### src/rtl/usi_bus_pkg.sv
// Shared definitions for the USI bus master arbiter: FSM encoding and bus constants.
package usi_bus_pkg;

    localparam int unsigned UsiDataWidth      = 32;
    localparam int unsigned UsiTimeoutDefault = 255;

    typedef enum logic [2:0] {
        StIdle,
        StWrite,
        StRCmd,
        StRWait,
        StDone
    } usiStateT;

endpackage

### src/rtl/usi_rr_arbiter.sv
// Combinational round-robin pick: first set request at or after rrPtr, wrapping.
module usi_rr_arbiter #(
    parameter int unsigned pReqNum = 2,
    parameter int unsigned IdxW    = $clog2(pReqNum)
) (
    input  logic [pReqNum-1:0] reqVec,
    input  logic [IdxW-1:0]    rrPtr,
    output logic               grantVd,
    output logic [IdxW-1:0]    grantIdx
);

    logic [IdxW-1:0] cand;

    always_comb begin
        grantVd  = 1'b0;
        grantIdx = '0;
        cand     = '0;
        for (int k = 0; k < int'(pReqNum); k++) begin
            cand = IdxW'((int'(rrPtr) + k) % int'(pReqNum));
            if (!grantVd && reqVec[cand]) begin
                grantVd  = 1'b1;
                grantIdx = cand;
            end
        end
    end

endmodule

### src/rtl/usi_bus_arbiter.sv
// Shares the USI master port between pReqNum requesters; one USI transaction per grant,
// read responses awaited with a timeout.
module usi_bus_arbiter
    import usi_bus_pkg::*;
#(
    parameter int unsigned pReqNum          = 2,
    parameter int unsigned pUsiBusWidth     = 16,
    parameter int unsigned pBlockConnectNum = 1,
    parameter int unsigned pTimeoutCycles   = UsiTimeoutDefault
) (
    input  logic                              iSCLK,
    input  logic                              iSRST,
    input  logic [pReqNum-1:0]                iReqVd,
    input  logic [pReqNum-1:0]                iReqWr,
    input  logic [pReqNum*pUsiBusWidth-1:0]   iReqAdrs,
    input  logic [pReqNum*UsiDataWidth-1:0]   iReqWd,
    output logic [pReqNum-1:0]                oReqDone,
    output logic                              oReqErr,
    output logic [UsiDataWidth-1:0]           oReqRd,
    output logic [UsiDataWidth-1:0]           oMUsiWd,
    output logic [pUsiBusWidth-1:0]           oMUsiAdrs,
    output logic                              oMUsiWEd,
    output logic                              oMUsiRCmd,
    input  logic [UsiDataWidth-1:0]           iMUsiRd,
    input  logic [pBlockConnectNum-1:0]       iMUsiREd
);

    localparam int unsigned IdxW = $clog2(pReqNum);
    localparam int unsigned CntW = $clog2(pTimeoutCycles + 1);

    usiStateT                stateQ, stateD;
    logic [IdxW-1:0]         rrPtrQ, rrPtrD;
    logic [IdxW-1:0]         idxQ, idxD;
    logic [pUsiBusWidth-1:0] adrsQ, adrsD;
    logic [UsiDataWidth-1:0] wdQ, wdD;
    logic [UsiDataWidth-1:0] rdQ, rdD;
    logic [CntW-1:0]         cntQ, cntD, cntInc;
    logic                    errQ, errD;

    logic                    grantVd;
    logic [IdxW-1:0]         grantIdx;
    logic [pUsiBusWidth-1:0] selAdrs;
    logic [UsiDataWidth-1:0] selWd;

    usi_rr_arbiter #(
        .pReqNum (pReqNum),
        .IdxW    (IdxW)
    ) uRrArbiter (
        .reqVec   (iReqVd),
        .rrPtr    (rrPtrQ),
        .grantVd  (grantVd),
        .grantIdx (grantIdx)
    );

    // Constant-index mux keeps the packed slice selection lint-clean.
    always_comb begin
        selAdrs = '0;
        selWd   = '0;
        for (int i = 0; i < int'(pReqNum); i++) begin
            if (grantIdx == IdxW'(i)) begin
                selAdrs = iReqAdrs[i*pUsiBusWidth +: pUsiBusWidth];
                selWd   = iReqWd[i*UsiDataWidth +: UsiDataWidth];
            end
        end
    end

    assign cntInc = cntQ + CntW'(1);

    always_comb begin
        stateD = stateQ;
        rrPtrD = rrPtrQ;
        idxD   = idxQ;
        adrsD  = adrsQ;
        wdD    = wdQ;
        rdD    = rdQ;
        cntD   = cntQ;
        errD   = errQ;
        unique case (stateQ)
            StIdle: begin
                if (grantVd) begin
                    idxD   = grantIdx;
                    adrsD  = selAdrs;
                    wdD    = selWd;
                    rdD    = '0;
                    errD   = 1'b0;
                    stateD = iReqWr[grantIdx] ? StWrite : StRCmd;
                end
            end
            StWrite: stateD = StDone;
            StRCmd: begin
                cntD   = '0;
                stateD = StRWait;
            end
            StRWait: begin
                if (|iMUsiREd) begin
                    rdD    = iMUsiRd;
                    stateD = StDone;
                end else begin
                    cntD = cntInc;
                    if (cntInc == CntW'(pTimeoutCycles)) begin
                        rdD    = '0;
                        errD   = 1'b1;
                        stateD = StDone;
                    end
                end
            end
            StDone: begin
                rrPtrD = (idxQ == IdxW'(pReqNum - 1)) ? '0 : idxQ + IdxW'(1);
                stateD = StIdle;
            end
            default: stateD = StIdle;
        endcase
    end

    always_ff @(posedge iSCLK or negedge iSRST) begin
        if (!iSRST) begin
            stateQ <= StIdle;
            rrPtrQ <= '0;
            idxQ   <= '0;
            adrsQ  <= '0;
            wdQ    <= '0;
            rdQ    <= '0;
            cntQ   <= '0;
            errQ   <= 1'b0;
        end else begin
            stateQ <= stateD;
            rrPtrQ <= rrPtrD;
            idxQ   <= idxD;
            adrsQ  <= adrsD;
            wdQ    <= wdD;
            rdQ    <= rdD;
            cntQ   <= cntD;
            errQ   <= errD;
        end
    end

    // Outputs decode straight from registered state so reset clears them immediately.
    always_comb begin
        oMUsiWEd  = (stateQ == StWrite);
        oMUsiRCmd = (stateQ == StRCmd);
        oMUsiAdrs = (oMUsiWEd || oMUsiRCmd) ? adrsQ : '0;
        oMUsiWd   = oMUsiWEd ? wdQ : '0;
        oReqErr   = (stateQ == StDone) && errQ;
        oReqRd    = (stateQ == StDone) ? rdQ : '0;
        oReqDone  = '0;
        for (int i = 0; i < int'(pReqNum); i++) begin
            oReqDone[i] = (stateQ == StDone) && (idxQ == IdxW'(i));
        end
    end

endmodule
### config.mk
export PLATFORM = sky130hd
export DESIGN_NAME = usi_bus_arbiter
export DESIGN_NICKNAME = d
export VERILOG_FILES = /design/src/rtl/usi_bus_pkg.sv /design/src/rtl/usi_rr_arbiter.sv /design/src/rtl/usi_bus_arbiter.sv
export SDC_FILE = /design/constraint.sdc
export NUM_CORES = 1
export LEC_CHECK = 0
export ABC_CLOCK_PERIOD_IN_PS = 2000
export BUFFER_PORTS_ARGS = -buffer_cell sky130_fd_sc_hd__buf_2
export CORE_ASPECT_RATIO = 1.25
export CORE_MARGIN = 2
export CORE_UTILIZATION = 35
export CTS_CLUSTER_SIZE = 30
export DETAILED_ROUTE_END_ITERATION = 8
export PLACE_DENSITY = 0.73
export SLEW_MARGIN = 15
export SYNTH_ARGS = -nofsm -noshare
export SYNTH_HDL_FRONTEND = slang
export SYNTH_HIERARCHICAL = 1
export SYNTH_SLANG_ARGS = --single-unit
### constraint.sdc
create_clock -name iSCLK -period 2 [get_ports iSCLK]
set_clock_uncertainty 0.1 [all_clocks]
set_input_delay 0.4 -clock iSCLK [delete_from_list [all_inputs] [get_ports iSCLK]]
set_output_delay 0.4 -clock iSCLK [all_outputs]
set_load 0.03 [all_outputs]
==> summary.md, run 1 <==
| Metric | Value |
|---|---|
| Worst slew margin | 69.8% |
| Share of post-route cells with drive strength above 1 | 43.7% |
| Synth Warn # | 6 |
| Initial antenna violation count | 0 |
| Fmax | just under 0.5 GHz |
| Most frequent cells in the layout | buf_2 (133), dfrtp_1 (92), buf_6 (58), nor2_1 (54), a21oi_1 (51) |
| CP Buf/Inv Count | 2 |
| Clk Latency, worst-skew pair | approximately 330 ps |
| CP max stage cell | dfrtp_2 |
| Final min period | between 2000 and 2500 ps |
| CTS tree | done |
| Worst Tran Pin Value | between 400 and 500 ps |
| Register-to-Register Setup Slack | roughly 130 ps |
| Post-layout util | a little over half |
| DR WL/cell | 14.7 um |
| Chip width | between 100 and 150 um |
| CTS Root Cell | clkbuf_16 |
| CP Class | flip-flop to output port |
| Initial core utilization | 36.0% |
| Initial DRC Count | 215 |
| Sw Ratio | 40.7% |
| GPL Wtd Cong | between 0.8 and 0.9 |
| Most used cell, CP | buf_6 |
| Failing checks | setup timing |
| Post-Syn Nets | 607 |
| Worst-path maximum fanout | 8 |
| RSZ-0062 raised after global routing | yes |
| Die ar. | around 15,000 sq um |
| First-pass GRT wire length | slightly below 20,000 um |
| Kind of cell adding the most delay to the critical path | flip-flops |
| P_leak | approximately 3.6 nW |
| Synthesis-to-layout area growth | 48.9% |
| Outcome | finished, violations left |
| Post-route ant nets | 0 |
| Max-Cap Viols | 0 |
| Clock-pin slew on the worst setup and hold paths | 70 ps |
| Final setup viols | 45 |
| Core ar. | between 10,000 and 15,000 sq um |
| Syn Std Cell Area | about 4800 sq um |
| Drt first pass iters | 5 |
| Maximum root-to-sink buffer count | 2 |
| Post-Syn Area per Cell | 10.2 sq um |
| Commonest non-fill, non-tap cell in the layout | buf_2 |
| Internal power | about 0.0065 W |
| Final setup margin | -40.1 ps |
| Hold Vio Cnt, Final | 0 |
| Final Max Slew Viols | 0 |
| Unique masters post-synth | 46 |
| Residual DRC | 0 |
| Yosys top cell area share | around 49% |
| Final Non-Filler Cells | 867 |
| P per Cell Area | between 1500 and 2000 nW/um^2 |
| All-Layer GR Usage | 16.9% |
| H-tree levels | 3 |
| Fin crit share | 102% |
| NumNets Final | around 830 |
| Number of global-route vias before repair | 4,044 |
| Clock buffer count from CTS | 9 |
| CP endpoint kind | output port |
| Mapped Cells | 470 |
| Arr. time, crit path | about 1500 ps |
| Yosys reg bits | 94 |
| Tot Pwr | around 0.011 W |
| Dpl hpwl | roughly 9000 um |
| Net Switching | approximately 0.0044 W |
| Synth area leaders | dfrtp_1 (49%), mux2i_1 (10%), and2_1 (6.3%) |
| Hold WS | ~180 ps |
| Most area-hungry cell type in the Yosys netlist | dfrtp_1 |
| Vias | 4,196 |
| Hold WC Path Type | primary input to flip-flop |
| Clock sink count | 94 |
| Largest net degree at the start of global routing | 65 |
| Vias/cell | roughly 4.8 |
| Rows | 47 |
| Routed WL | between 10,000 and 15,000 um |
| Total congestion overflow | 0 |
| # port buffers | between 200 and 250 |
| Combinational power share | between 50% and 60% |
| Req. time, crit path | roughly 1500 ps |
| Reg power frac | 28.8% |
| Die Y | 135 um |
| IO Pins | 220 |
| Max rail drop VDD | around 860 uV |
| CP startpoint kind | flip-flop |
| CP max stage delay | ~480 ps |
| Clk network pwr share | between 10% and 20% |
| Sequential area share after synthesis | around half |
| Placed insts | between 800 and 900 |
| Antenna diode count | 0 |
| CP Cell Sequence | xnor2_2 > nor2_4 > buf_6 > and2_4 > buf_6 |
final timing paths:
check | from | endpoint | cells after the start
max | stateQ[0] | oMUsiAdrs[5] | 5
min | iMUsiRd[21] | rdQ[21] | 2
max reg2reg | stateQ[0] | rdQ[3] | 8
min reg2reg | rrPtrQ | rrPtrQ | 1
max in group asynchronous | iSRST | adrsQ[9] | 3
min in group asynchronous | iSRST | wdQ[31] | 2
layout make-up:
cell class	count	area (sq um)
timing repair buffer	249	1880
clock buffer	10	239
multi-input combinational	331	2330
fill	1151	6160
clock inverter	6	91.3
tap	171	214
sequential	94	2350
inverter	6	22.5
metrics by stage:
| stage | cell area [sq um] | worst slack, ps | setup TNS [ps] |
|---|---|---|---|
| detailed placement | 6210 | 84.2 | 0 |
| finish | 7130 | -40.1 | -825 |
| CTS | 6990 | -71.6 | -1920 |
| global route | 7130 | -108 | -6100 |
| global placement | 6210 | 102 | 0 |
| floorplan | 4790 | 29.2 | 0 |
layer usage:
metal,track usage [%],wire [um],vias up
li1,-,-,2083
met1,19.8,5030,1932
met2,29.7,6490,161
met3,4.10,917,20
met4,6.34,283,0
met5,0,0,-
Yosys cell counts (all sizes together):
cell type / instances
o41ai: 1
or3: 1
nand3: 5
o31ai: 3
or2: 2
xnor2: 2
o32ai: 1
xor2: 3
buf: 14
a21oi: 52
clkbuf: 25
nand4: 2
mux2: 1
nand2b: 1
mux2i: 49
nand2: 8
o21ai: 11
a22o: 33
dfrtp: 94
ha: 2
nor3b: 1
nor3: 2
o22ai: 1
and3: 34
a21o: 2
o211ai: 1
inv: 6
nor4: 1
a21boi: 1
o21bai: 1
nor2: 59
a31oi: 1
and2: 50
timing repair:
action / in CTS / in global routing
gates cloned: 0 / 1
setup endpoints to repair: 85 / 117
endpoints found under the hold margin: 12 / 0
hold buffers: 1 / 0
pin swaps: 1 / 9
resized for setup: 140 / 35
setup buffers: 2 / 2
flip-flops by register name (all words and copies together) (netlist names):
register,count
rdQ,32
wdQ,32
adrsQ,16
cntQ,8
stateQ,3
errQ,1
idxQ,1
rrPtrQ,1
power by group through the flow:
stage          registers, W  clock network [W]  logic, W
4_1_cts             0.00312            0.00192   0.00563
3_3_place_gp        0.00311                  0   0.00487
5_1_grt             0.00324            0.00200   0.00636
6_report            0.00313            0.00186   0.00589
2_1_floorplan       0.00297                  0   0.00353
3_5_place_dp        0.00313                  0   0.00494
kinds of logic (layout without fill, tap and decap cells):
logic type      after synthesis  count (layout)  share of synthesized area [%]
simple gates                166             166                           18.7
xor+xnor                      5               5                           1.07
fa+ha+maj                     2               2                          0.523
compound gates              108             108                           15.4
mux                          50              50                           10.5
buf+inv                      45             271                           4.71
flops                        94              94                           49.2
Power figures use the tool's default switching activity.
==> run 2: changes to the inputs <==
Settings changed: PLACE_DENSITY 0.73 to 0.71, SYNTH_HIERARCHICAL 1 to default, TNS_END_PERCENT from default to 50.
==> run 2 against run 1 <==
Effect of this change:
- the run still ends with setup timing left
- critical path depth grew 1
- synthesized cell count is 31% higher
- largest power group unchanged
- sequential share of layout area fell by 5.6 points
- die area up 15%
- flip-flop and latch count stayed put
==> summary.md, run 2 <==
| Metric | Value |
|---|---|
| Outcome | finished, violations left |
| Failing checks | setup timing |
| Post-synthesis compound-gate area fraction | 20.2% (+4.8 points) |
| Initial antenna violation count | 3 (+3) |
| Most frequent cells in the layout | buf_2 (133), dfrtp_1 (92), buf_6 (90), a21oi_1 (51), nor2_1 (51) |
| CP max stage cell | dfrtp_2 |
| Most Crowded Layer GR | met2 |
| Crit Reg-Reg Endpoint | rdQ[29] |
| Final setup margin | -175 ps (-135 ps) |
| Dpl hpwl | 11,500 um (+30%) |
| GR Util met1 | 24.1% (+4.4 points) |
| Yosys reg bits | 94 (unchanged) |
| Clk Latency, worst-skew pair | 350 ps (+20 ps) |
| All-Layer GR Usage | 19.4% (+2.5 points) |
| Req. time, crit path | 1500 ps (about the same) |
| Synth Area in Simple Gates | 22.5% (+3.8 points) |
| Adder-cell area share of the yosys netlist | 0.452% (-0.071 points) |
| Synth area leaders | dfrtp_1 (43%), mux2i_1 (8.7%), and2_1 (7.6%) |
| Maximum root-to-sink buffer count | 2 (unchanged) |
| Hold WC Path Type | primary input to flip-flop |
| Area after DPL | 7170 sq um (+15%) |
| CTS tree | done |
| Largest net degree at the start of global routing | 70 (+7.7%) |
| Final Max Slew Viols | 0 (unchanged) |
| Hold Vio Cnt, Final | 0 (unchanged) |
| Initial DRC Count | 279 (+30%) |
| Worst Setup SP | stateQ[1] |
| Routed WL | 17,800 um (+40%) |
| Final setup viols | 84 (+87%) |
| P_leak | 4.35 nW (+22%) |
| Final min period | 2180 ps (+135 ps) |
| Clock-pin slew on the worst setup and hold paths | 70 ps (about the same) |
| Synth Flop Type | dfrtp_1 |
| WHS Endpoint | rdQ[17] |
| Vias | 5,495 (+31%) |
| Sequential area share after synthesis | 42.5% (-6.6 points) |
| CTS Root Cell | clkbuf_16 |
| Largest family of logic cells by synthesized area | simple AND/OR/NAND/NOR gates |
| Post-route ant nets | 0 (unchanged) |
| P per Cell Area | 1480 nW/um^2 (-3.3%) |
| Mapped Cells | 614 (+31%) |
| Reg-to-reg startpoint | stateQ[1] |
| Arr. time, crit path | 1680 ps (+140 ps) |
| Worst slew margin | 73.5% (+3.7 points) |
| Die ar. | 16,800 sq um (+15%) |
| Syn Std Cell Area | 5530 sq um (+16%) |
| Worst-path maximum fanout | 7 (-1) |
| Reg2Reg Depth | 9 (+1) |
| Most area-hungry cell type in the Yosys netlist | dfrtp_1 |
| Commonest non-fill, non-tap cell in the layout | buf_2 |
| CP Class | flip-flop to output port |
| RSZ-0062 raised after global routing | yes |
| Post-Syn Nets | 751 (+24%) |
| Cells on Worst Hold Path | 3 (+1) |
| Top-count cell post-synth | dfrtp_1 |
| Register-to-Register Setup Slack | 50 ps (-80 ps) |
| Hold path start | iMUsiRd[17] |
| Vias/cell | 5.19 (+7.3%) |
| CP Cell Sequence | buf_6 > nor2_4 > buf_12 > clkbuf_16 > and3_4 > buf_6 |
| CP max stage delay | 450 ps (-30 ps) |
| Worst Tran Pin Value | 397 ps (-55.1 ps) |
| # port buffers | 219 (unchanged) |
| CP startpoint kind | flip-flop |
| CP endpoint kind | output port |
| GPL Wtd Cong | 0.775 (-3.2%) |
| Yosys top cell area share | 42.5% (-6.6 points) |
| Max rail drop VDD | 703 uV (-18%) |
| Number of global-route vias before repair | 5,120 (+27%) |
| Most used cell, CP | buf_6 |
| CP Buf/Inv Count | 4 (+2) |
| DR WL/cell | 16.8 um (+14%) |
| Post-synthesis mux area share | 8.68% (-1.8 points) |
| Fmax | 0.460 GHz (-6.2%) |
| H-tree levels | 3 (unchanged) |
| Clock sink count | 94 (unchanged) |
| Residual DRC | 0 (unchanged) |
| NumNets Final | 977 (+18%) |
| Initial core utilization | 35.7% (-0.33 points) |
| Chip width | 116 um (+7.2%) |
| Unique masters post-synth | 43 (-6.5%) |
| Total congestion overflow | 0 (unchanged) |
| Core ar. | 15,500 sq um (+17%) |
| Xor-xnor portion of the synthesized cell area | 0.633% (-0.44 points) |
| Post-synth top cells | dfrtp_1 (94), and2_1 (67), nor2_1 (55) |
| Largest regs | rdQ: 32 flops, wdQ: 32 flops, adrsQ: 16 flops |
| Ys async rst share | 100% (unchanged) |
| Kind of cell adding the most delay to the critical path | buffers and inverters |
| Drt first pass iters | 5 (unchanged) |
| First-pass GRT wire length | 25,600 um (+31%) |
| Fin crit share | 109% (+6.8 points) |
| Post-Syn Area per Cell | 9.01 sq um (-12%) |
| Tot Pwr | 0.0127 W (+16%) |
| Rows | 51 (+8.5%) |
| Met3 usage | 4.65% (+0.55 points) |
| Die Y | 145 um (+7.3%) |
| Max-Cap Viols | 0 (unchanged) |
| Synth Warn # | 0 (-6) |
| Hold WS | 214 ps (+32.1 ps) |
| Synthesis-to-layout area growth | 55.1% |
| IO Pins | 220 (unchanged) |
| Share of post-route cells with drive strength above 1 | 45.3% (+1.6 points) |
| Clock buffer count from CTS | 9 (unchanged) |
| M2 GR Usage | 32.9% (+3.2 points) |
| Setup TNS | -11,480 ps (-10,660 ps) |
| Final instance area | 8580 sq um (+20%) |
| Post-synth EDFFs | 0 (unchanged) |
==> run 2: cell families after synthesis <==
| kind of cell | Yosys count |
|---|---|
| AND/OR/NAND/NOR | 233 |
| multiplexers | 48 |
| adder cells (fa/ha/maj) | 2 |
| flip-flops | 94 |
| AO/OA/AOI/OAI | 173 |
| XOR/XNOR | 4 |
| buffers and inverters | 60 |
==> run 2: per-layer routing <==
layer  up-vias  part of all wire [%]
met5         -                 0.073
met4         2                   1.4
met3        23                   8.7
met2       241                    50
met1      2608                    40
li1       2621                     -
==> run 2: worst max path at each step <==
stage	endpoint	slack [ps]	depth (start not counted)
CTS	oMUsiAdrs[4]	-220	6
detailed placement	oMUsiAdrs[15]	-90	5
finish	oReqRd[16]	-180	6
global route	oMUsiAdrs[3]	-240	6
global placement	oMUsiAdrs[4]	7	5
floorplan	oMUsiAdrs[0]	-40	4
==> run 2: cell type report <==
cell class	instances	area (sq um)
repair buffers	271	2320
fillers	1333	6920
clock buffers	10	239
flip-flops and latches	94	2350
well taps	212	265
inverters	4	15.0
clock inverters	6	66.3
diodes	1	2.50
multi-input cells	460	3320
==> run 2: metrics by stage <==
stage / instances / setup WS (ps) / util (%)
finish: 1058 / -175 / 55.3
global route: 1058 / -240 / 55.3
CTS: 1049 / -225 / 52.1
detailed placement: 1027 / -94.3 / 46.2
global placement: 1027 / 6.77 / 46.2
floorplan: 614 / -40.9 / -
==> run 2: power by group <==
part	leakage, nW	switching (W)	internal (W)
Combinational	3.05	0.00388	0.00366
Clock	0.154	0.000774	0.00101
Sequential	1.15	0.000585	0.00276
Total	4.35	0.00524	0.00743
==> run 2: worst reg2reg max path, cell delays in order (launching register included) <==
cell and delay [ps]:
dfrtp_2 450, buf_6 140, nor2_4 110, buf_12 150, clkbuf_16 150, buf_4 120
nand2_1 60, a21oi_2 180, buf_12 220, a31oi_1 120
==> run 2: timing repair <==
action / 4_1_cts / 5_1_grt
endpoints found under the hold margin: 24 / 0
hold buffers: 1 / 0
pin swaps: 17 / 14
setup buffers: 3 / 4
cloned: 2 / 4
endpoints found under the setup margin: 85 / 123
resized for setup: 179 / 89
